### src/rtl/sync_fifo_if.sv
// Producer/consumer handshake bundle for sync_fifo.
//   master : drives winc/wdata/rinc, observes wfull/rdata/rempty/count
//   slave  : the FIFO itself
interface sync_fifo_if #(
   parameter int unsigned data_bits    = 8,
   parameter int unsigned address_bits = 4
);
   logic                    winc;
   logic [data_bits-1:0]    wdata;
   logic                    wfull;
   logic                    rinc;
   logic [data_bits-1:0]    rdata;
   logic                    rempty;
   logic [address_bits:0]   count;

   modport master (
      output winc, wdata, rinc,
      input  wfull, rdata, rempty, count
   );

   modport slave (
      input  winc, wdata, rinc,
      output wfull, rdata, rempty, count
   );
endinterface

### src/rtl/sync_fifo.sv
// Single-clock first-word-fall-through FIFO, depth 2**address_bits.
//   wclk   : clock, all state changes on rising edge
//   wrst_n : asynchronous active-low reset (pointers only; array retained)
//   fifo   : slave side of sync_fifo_if
//            winc/wdata push, rinc pop, rdata = oldest word,
//            wfull/rempty flags, count = stored words (0..depth)
module sync_fifo #(
   parameter int unsigned data_bits    = 8,
   parameter int unsigned address_bits = 4
) (
   input  logic          wclk,
   input  logic          wrst_n,
   sync_fifo_if.slave    fifo
);
   localparam int unsigned ptr_bits = address_bits + 1;
   localparam int unsigned depth    = 1 << address_bits;

   logic [data_bits-1:0] mem [depth];
   logic [ptr_bits-1:0]  wptr;
   logic [ptr_bits-1:0]  rptr;
   logic                 full_c;
   logic                 empty_c;
   logic                 wr_en_c;
   logic                 rd_en_c;

   // Flags from registered pointers; the MSB disambiguates full vs empty.
   assign empty_c = (wptr == rptr);
   assign full_c  = (wptr[address_bits] != rptr[address_bits]) &&
                    (wptr[address_bits-1:0] == rptr[address_bits-1:0]);

   // Requests against full/empty are dropped.
   assign wr_en_c = fifo.winc & ~full_c;
   assign rd_en_c = fifo.rinc & ~empty_c;

   // Storage array, intentionally not reset.
   always_ff @(posedge wclk) begin
      if (wr_en_c) begin
         mem[wptr[address_bits-1:0]] <= fifo.wdata;
      end
   end

   // Binary pointers with wrap bit.
   always_ff @(posedge wclk or negedge wrst_n) begin
      if (!wrst_n) begin
         wptr <= '0;
         rptr <= '0;
      end else begin
         if (wr_en_c) wptr <= wptr + ptr_bits'(1);
         if (rd_en_c) rptr <= rptr + ptr_bits'(1);
      end
   end

   assign fifo.wfull  = full_c;
   assign fifo.rempty = empty_c;
   assign fifo.count  = wptr - rptr;
   assign fifo.rdata  = mem[rptr[address_bits-1:0]];
endmodule

### src/flat_wrapper.sv
// flat-port wrapper written by rule: the top's interface ports become plain ports
module sync_fifo_flat 
#(
   parameter int unsigned data_bits    = 8,
   parameter int unsigned address_bits = 4
)
  (wclk, wrst_n, fifo_winc, fifo_wdata, fifo_rinc, fifo_wfull, fifo_rdata, fifo_rempty, fifo_count);
  sync_fifo_if #(.data_bits(data_bits), .address_bits(address_bits)) fifo_i ();
  input  logic wclk;
  input  logic wrst_n;
  input wire logic [$bits(fifo_i.winc)-1:0] fifo_winc;
  input wire logic [$bits(fifo_i.wdata)-1:0] fifo_wdata;
  input wire logic [$bits(fifo_i.rinc)-1:0] fifo_rinc;
  output wire logic [$bits(fifo_i.wfull)-1:0] fifo_wfull;
  output wire logic [$bits(fifo_i.rdata)-1:0] fifo_rdata;
  output wire logic [$bits(fifo_i.rempty)-1:0] fifo_rempty;
  output wire logic [$bits(fifo_i.count)-1:0] fifo_count;
  assign fifo_i.winc = fifo_winc;
  assign fifo_i.wdata = fifo_wdata;
  assign fifo_i.rinc = fifo_rinc;
  assign fifo_wfull = fifo_i.wfull;
  assign fifo_rdata = fifo_i.rdata;
  assign fifo_rempty = fifo_i.rempty;
  assign fifo_count = fifo_i.count;
  sync_fifo #(.data_bits(data_bits), .address_bits(address_bits)) u_core (.wclk(wclk), .wrst_n(wrst_n), .fifo(fifo_i));
endmodule
### config.mk
export PLATFORM = sky130hd
export DESIGN_NAME = sync_fifo_flat
export DESIGN_NICKNAME = d
export VERILOG_FILES = /design/src/rtl/sync_fifo_if.sv /design/src/rtl/sync_fifo.sv /design/src/flat_wrapper.sv
export SDC_FILE = /design/constraint.sdc
export NUM_CORES = 1
export LEC_CHECK = 0
export ABC_AREA = 1
export CORE_MARGIN = 2
export CORE_UTILIZATION = 50
export DETAILED_ROUTE_END_ITERATION = 16
export PLACE_DENSITY = 0.68
export SETUP_SLACK_MARGIN = 0.5
export SLEW_MARGIN = 20
export SYNTH_ARGS = -nofsm -noshare
export SYNTH_HDL_FRONTEND = slang
export SYNTH_SLANG_ARGS = --single-unit
export TNS_END_PERCENT = 50
### constraint.sdc
create_clock -name wclk -period 5.62 [get_ports wclk]
set_input_delay 1.124 -clock wclk [delete_from_list [all_inputs] [get_ports wclk]]
set_output_delay 1.124 -clock wclk [all_outputs]
set_load 0.005 [all_outputs]
==> metrics.md <==
| Metric | Value |
|---|---|
| Run status | `finished clean` |
| Ys Warns | `0` |
| Initial Util | `51.3%` |
| DP Cell Count | `800` |
| Netlist Area Pre-Place | `6190 sq um` |
| CP Max Fanout | `83` |
| Min Tclk post-route | `4.12 ns` |
| Clock share of power | `31.9%` |
| Delay-heaviest family, CP | `buffers and inverters` |
| Fin cells | `832` |
| Placed cell area | `6640 sq um` |
| Final Util | `60.5%` |
| Synthesis-to-layout area growth | `17.9%` |
| Crit path largest cell delay | `0.67 ns` |
| Buf+Inv Stages, Crit Path | `3` |
| Pins Over Slew Limit | `0` |
| Setup TNS | `0 ns` |
| # IOs | `27` |
| Critical path's slowest cell | `buf_4` |
| Post-CTS setup buffers | `0` |
| Final period utilization | `73.3%` |
| CTS root buf | `clkbuf_16` |
| Net switching power | `1.30 mW` |
| Die H | `115 microns` |
| # diodes | `0` |
| Vias in the first global route | `4029` |
| VDD IR max | `0.418 mV` |
| DR vias/cell | `5.05` |
| Syn_nets | `639` |
| Htree depth | `4` |
| Syn Area/Cell | `10.0 sq um` |
| Final Hold Vio Count | `0` |
| WHS | `0.576 ns` |
| RSZ-0062 raised after global routing | `no` |
| NumNets Final | `673` |
| Overflow after GRT | `0` |
| Final setup fails | `0` |
| Die W | `115 microns` |
| Sequential share of power | `33.7%` |
| Req. time, crit path | `4.50 ns` |
| Port Buffer Count | `26` |
| Clk Latency, worst-skew pair | `0.42 ns` |
| Max cap viols | `0` |
| Core footprint | `12100 sq um` |
| Synth unique cells | `24` |
| Initial antenna violation count | `0` |
| Tot Pwr | `3.88 mW` |
| DR iter-0 viols | `382` |
| Startpoint Class | `flip-flop` |
| Worst slew pin tran | `0.893 ns` |
| Cells after Synth | `617` |
| Largest net degree at the start of global routing | `84` |
| Hold Crit Class | `flip-flop to flip-flop` |
| R2R Setup Slk | `2.41 ns` |
| Clock sinks | `138` |
| Register area share after synthesis | `66.1%` |
| Register bit total from synthesis | `138` |
| Routability congestion estimate | `0.857` |
| Cell internal pwr | `2.58 mW` |
| Post-placement setup slack | `1.95 ns` |
| Setup WS post-layout | `1.50 ns` |
| Per-cell routed wire length | `16.5 microns` |
| Pwr dens | `531 nW/um^2` |
| Critical path data arrival time | `2.99 ns` |
| Setup Skew | `0.00892 ns` |
| Die area | `13300 sq um` |
| Post_cts resized | `0` |
| Worst path cell trace | `buf_4 -> ha_1 -> inv_1 -> fa_1 -> nand3_1 -> nand2_1 -> xor2_1 -> clkdlybuf4s50_1` |
| CP Capture Type | `primary output` |
| Combinational share of power | `34.5%` |
| Sw Share | `33.5%` |
| Fin area | `7300 sq um` |
| First-pass GRT wire length | `21.6 mm` |
| Antenna Nets Post-Route | `0` |
| Slew HR | `40.5%` |
| GRT Resource Usage Total | `22.5%` |
| Bufs on Longest Clock Path | `2` |
| DR vias | `4204` |
| DRC viols | `0` |
| Row cnt | `40` |
| F_max | `243 MHz` |
| WL final | `13.7 mm` |
| Num CTS Buffers | `17` |
| Reg clk slew, reported paths | `0.06 ns` |
| # hold bufs at CTS | `0` |
| Fillers | `991` |
| Static Leakage | `3.07 nW` |
| Layout cells sized above 1 | `7.98%` |
| DR pass1 iterations | `6` |
| Setup Crit Path Kind | `flip-flop to primary output` |
| CTS tree | `yes` |
| Hpwl dp | `8.57 mm` |
[path summary, 6_finish.rpt]
path / startpoint / cells after the start / to
worst min-delay path: u_core.wptr[0]$_DFFE_PN0P_ / 2 / u_core.wptr[0]$_DFFE_PN0P_
max in group asynchronous: wrst_n / 1 / u_core.rptr[0]$_DFFE_PN0P_
worst max-delay path: u_core.rptr[0]$_DFFE_PN0P_ / 8 / fifo_count[4]
worst min register to register: u_core.wptr[0]$_DFFE_PN0P_ / 2 / u_core.wptr[0]$_DFFE_PN0P_
min in group asynchronous: wrst_n / 1 / u_core.wptr[4]$_DFFE_PN0P_
worst max register to register: u_core.rptr[3]$_DFFE_PN0P_ / 8 / u_core.mem[10][0]$_DFFE_PP_
[power by group through the flow]
stage	combinational (mW)	sequential (mW)	clock, mW
3_5_place_dp	1.33	1.33	0
6_report	1.34	1.30	1.24
5_1_grt	1.50	1.32	1.29
4_1_cts	1.35	1.30	1.25
2_1_floorplan	0.848	1.30	0
3_3_place_gp	1.31	1.32	0
[layout by cell type (no fill, tap or decap), types with 2 or more instances in the layout]
master,instances
nand2_1,239
edfxtp_1,128
inv_1,62
nand3_1,55
nor2_1,52
clkdlybuf4s50_1,26
clkbuf_16,17
buf_4,13
nor3_1,11
ha_1,9
dfrtp_1,9
xor2_1,6
bufinv_16,6
inv_2,4
xnor2_1,4
nor3_2,4
clkinv_2,4
clkinv_1,3
a21boi_0,2
[Yosys cell counts]
master,instances,area (sq um)
a21boi_0,2,15.0
a21oi_1,1,5.00
buf_1,2,7.51
buf_2,14,70.1
buf_4,3,22.5
buf_6,2,22.5
clkbuf_1,3,11.3
clkinv_1,1,3.75
dfrtp_1,10,250
edfxtp_1,128,3840
fa_1,1,20.0
ha_1,9,113
inv_1,62,233
inv_2,4,15.0
nand2_1,239,897
nand2_2,1,6.26
nand3_1,55,275
nor2_1,52,195
nor2_4,1,11.3
nor3_1,15,75.1
o21ai_0,1,5.00
o21bai_1,1,7.51
xnor2_1,4,35.0
xor2_1,6,52.6
[worst register-to-register path, delay by kind of cell (launching register included)]
family | cells | cell delay [ns]
buf+inv | 2 | 0.71
fa+ha+maj | 1 | 0.46
simple gates | 5 | 1.12
flops | 1 | 0.63
[metal layers]
metal  vias to the layer above  wire length [microns]  track usage [%]
met5                         -                      0                0
met4                         0                    438             10.7
met3                        35                    748             5.32
met2                       151                   6670             35.3
met1                      1959                   5830             29.9
li1                       2059                      -                -
[registers in the layout, summed over array words and instances, names as in the netlist]
name / cells
u_core.rptr: 5
u_core.mem: 128
u_core.wptr: 5
[cell type report]
| type | count | area (sq um) | area share (%) |
|---|---|---|---|
| flip-flops and latches | 138 | 4100 | 56.1 |
| repair buffers | 39 | 358 | 4.90 |
| inverters | 67 | 251 | 3.44 |
| multi-input cells | 388 | 1730 | 23.7 |
| clock inverters | 14 | 225 | 3.08 |
| well taps | 168 | 210 | 2.88 |
| clock buffers | 18 | 429 | 5.88 |
[cells by family after synthesis]
kind of cell               share of synthesized area (%)
AOI/OAI and AO/OA                                  0.525
xor gates and xnor gates                            1.41
adders and majority gates                           2.14
buffers and inverters                               6.22
DFF                                                 66.1
and+or+nand+nor                                     23.6
(Power assumes the default switching activity.)
==> patch, RTL diff (config.mk and constraints unchanged) <==
Put a register stage on the output `fifo.count`, without a reset. The value now appears one clock later.
--- a/src/rtl/sync_fifo.sv
+++ b/src/rtl/sync_fifo.sv
@@ -53,5 +53,7 @@
    assign fifo.wfull  = full_c;
    assign fifo.rempty = empty_c;
-   assign fifo.count  = wptr - rptr;
+   always_ff @(posedge wclk) begin
+      fifo.count <= wptr - rptr;
+   end
    assign fifo.rdata  = mem[rptr[address_bits-1:0]];
 endmodule
Behaviour: not the same (Yosys sat finds a counterexample within 4 cycles, from zero or initial values and one cycle with wrst_n low).
==> patch against the original RTL <==
- wire length increased by 4.9%
- sequential cell count increased by 5
- non-clock buffer count decreased by 8
- hold slack improved by 2.3 ps
- combinational power decreased by 4%
- final cell count decreased by 0.36%
- synthesized cell count increased by 0.81%
- critical path type unchanged
- clock power decreased by 13%
- worst setup slack improved by 42 ps
- critical path depth decreased by 1
- power decreased by 3.1%
- register-to-register slack got worse by 70 ps
- area after synthesis increased by 1.6%
- cell area about the same
==> patch: results <==
metrics = {
    "outcome": {
        "status": "finished clean",
    },
    "global_route": {
        "use_met2_pct": 36.92,
        "grt_pass1_vias": 4235,
        "grt_usage_pct": 23.37,
        "grt_pass1_wl_mm": 22.75,
        "use_met3_pct": 5.605,
        "grt_util_met1_pct": 31.23,
    },
    "setup_path": {
        "r2r_cells": 7,
        "r2r_slack_ps": 2340,
        "crit_fanout": 21,
        "r2r_start": "u_core.rptr[1]",
        "cp.arrival_ps": 2950,
        "cpPeakStageDelay_ps": 820,
        "path_delay_family": "buffers and inverters",
        "r2r_end": "u_core.mem[15][0]",
    },
    "cells_and_area": {
        "clkCellAreaFrac_pct": 7.855,
        "layout-drive-gt1-share_pct": 8.018,
        "signal_buffers": 31,
        "nNonClkInverters": 67,
        "sh_seq_area_pct": 57.50,
        "nonClkBufAreaFrac_pct": 4.082,
        "fillers": 978,
        "n_antenna_cell": 0,
        "nets": 670,
        "multi_input_comb_area_um2": 1768,
    },
    "power": {
        "ir_drop_uv": 304.4,
        "p_leak_nw": 3.007,
    },
    "yosys": {
        "ys_seq_area_share_pct": 66.65,
        "yosysUniqueCellTypes": 25,
        "netlist_instances": 622,
        "async_reset_ff_share_pct": 6.993,
        "synth_top_cells_by_area": "edfxtp_1 (61%), nand2_1 (14%), nand3_1 (4.4%)",
        "syn_nets": 644,
    },
    "drt": {
        "dr.pass1.iters": 5,
        "routed_wl_mm": 14.36,
        "drt_iter0_drc": 380,
        "vias": 4303,
        "via_per_inst": 5.191,
    },
    "worst_hold_path": {
        "holdPathStages": 2,
    },
    "sta": {
        "whs_ps": 578.2,
        "fin_skew_ps": 7.356,
        "slew_headroom_pct": 41.84,
    },
    "place": {
        "dp_hpwl_mm": 8.982,
        "gp_congestion": 0.8297,
        "dp_cells": 797,
    },
    "cts": {
        "cts_sinks": 143,
    },
}
-- patch: cell count changes after synthesis, sizes merged --
cell / before / now
dfxtp: 0 / 5
clkbuf: 3 / 4
buf: 21 / 20
-- patch: worst max path at each step --
| stage | startpoint | end | cells after the start |
|---|---|---|---|
| finish | u_core.rptr[1] | fifo_wfull | 7 |
| detailed placement | u_core.rptr[1] | fifo_wfull | 7 |
| floorplan | u_core.rptr[2] | u_core.mem[4][0] | 9 |
| global placement | u_core.rptr[1] | fifo_wfull | 7 |
| CTS | u_core.rptr[1] | fifo_wfull | 7 |
| global route | u_core.rptr[1] | fifo_wfull | 7 |
-- patch: metrics by stage --
stage	power, mW	setup slack (ps)	instance area [um^2]
floorplan	2.200	2979	6292
global placement	2.637	2117	6668
detailed placement	2.663	2044	6688
CTS	3.756	1574	7261
global route	3.973	1343	7296
finish	3.757	1544	7296
-- patch: cell families (layout without fill, tap and decap cells) --
kind of cell	after synthesis	count (layout)	synth area share (%)
and+or+nand+nor	363	363	23.21
xor gates and xnor gates	10	10	1.392
AOI/OAI and AO/OA	5	5	0.5168
buffers and inverters	91	130	6.124
adders and majority gates	10	10	2.108
DFF	143	143	66.65
-- patch: power by group --
part / total (mW) / internal, mW / switching, mW
sequential: 1.39 / 1.30 / 0.0944
clock: 1.08 / 0.650 / 0.431
combinational: 1.28 / 0.456 / 0.828
total: 3.76 / 2.40 / 1.35
-- patch: routing by layer --
metal | part of all wire, % | up-vias
met5 | 0 | -
met4 | 2.6 | 0
met3 | 6.0 | 28
met2 | 48 | 152
met1 | 44 | 2064
li1 | - | 2059
-- patch: tightest hold or removal path, delay by kind of cell (launching register included) --
family | cells | cell delay, ps
flip-flops | 1 | 420
AND/OR/NAND/NOR | 2 | 130
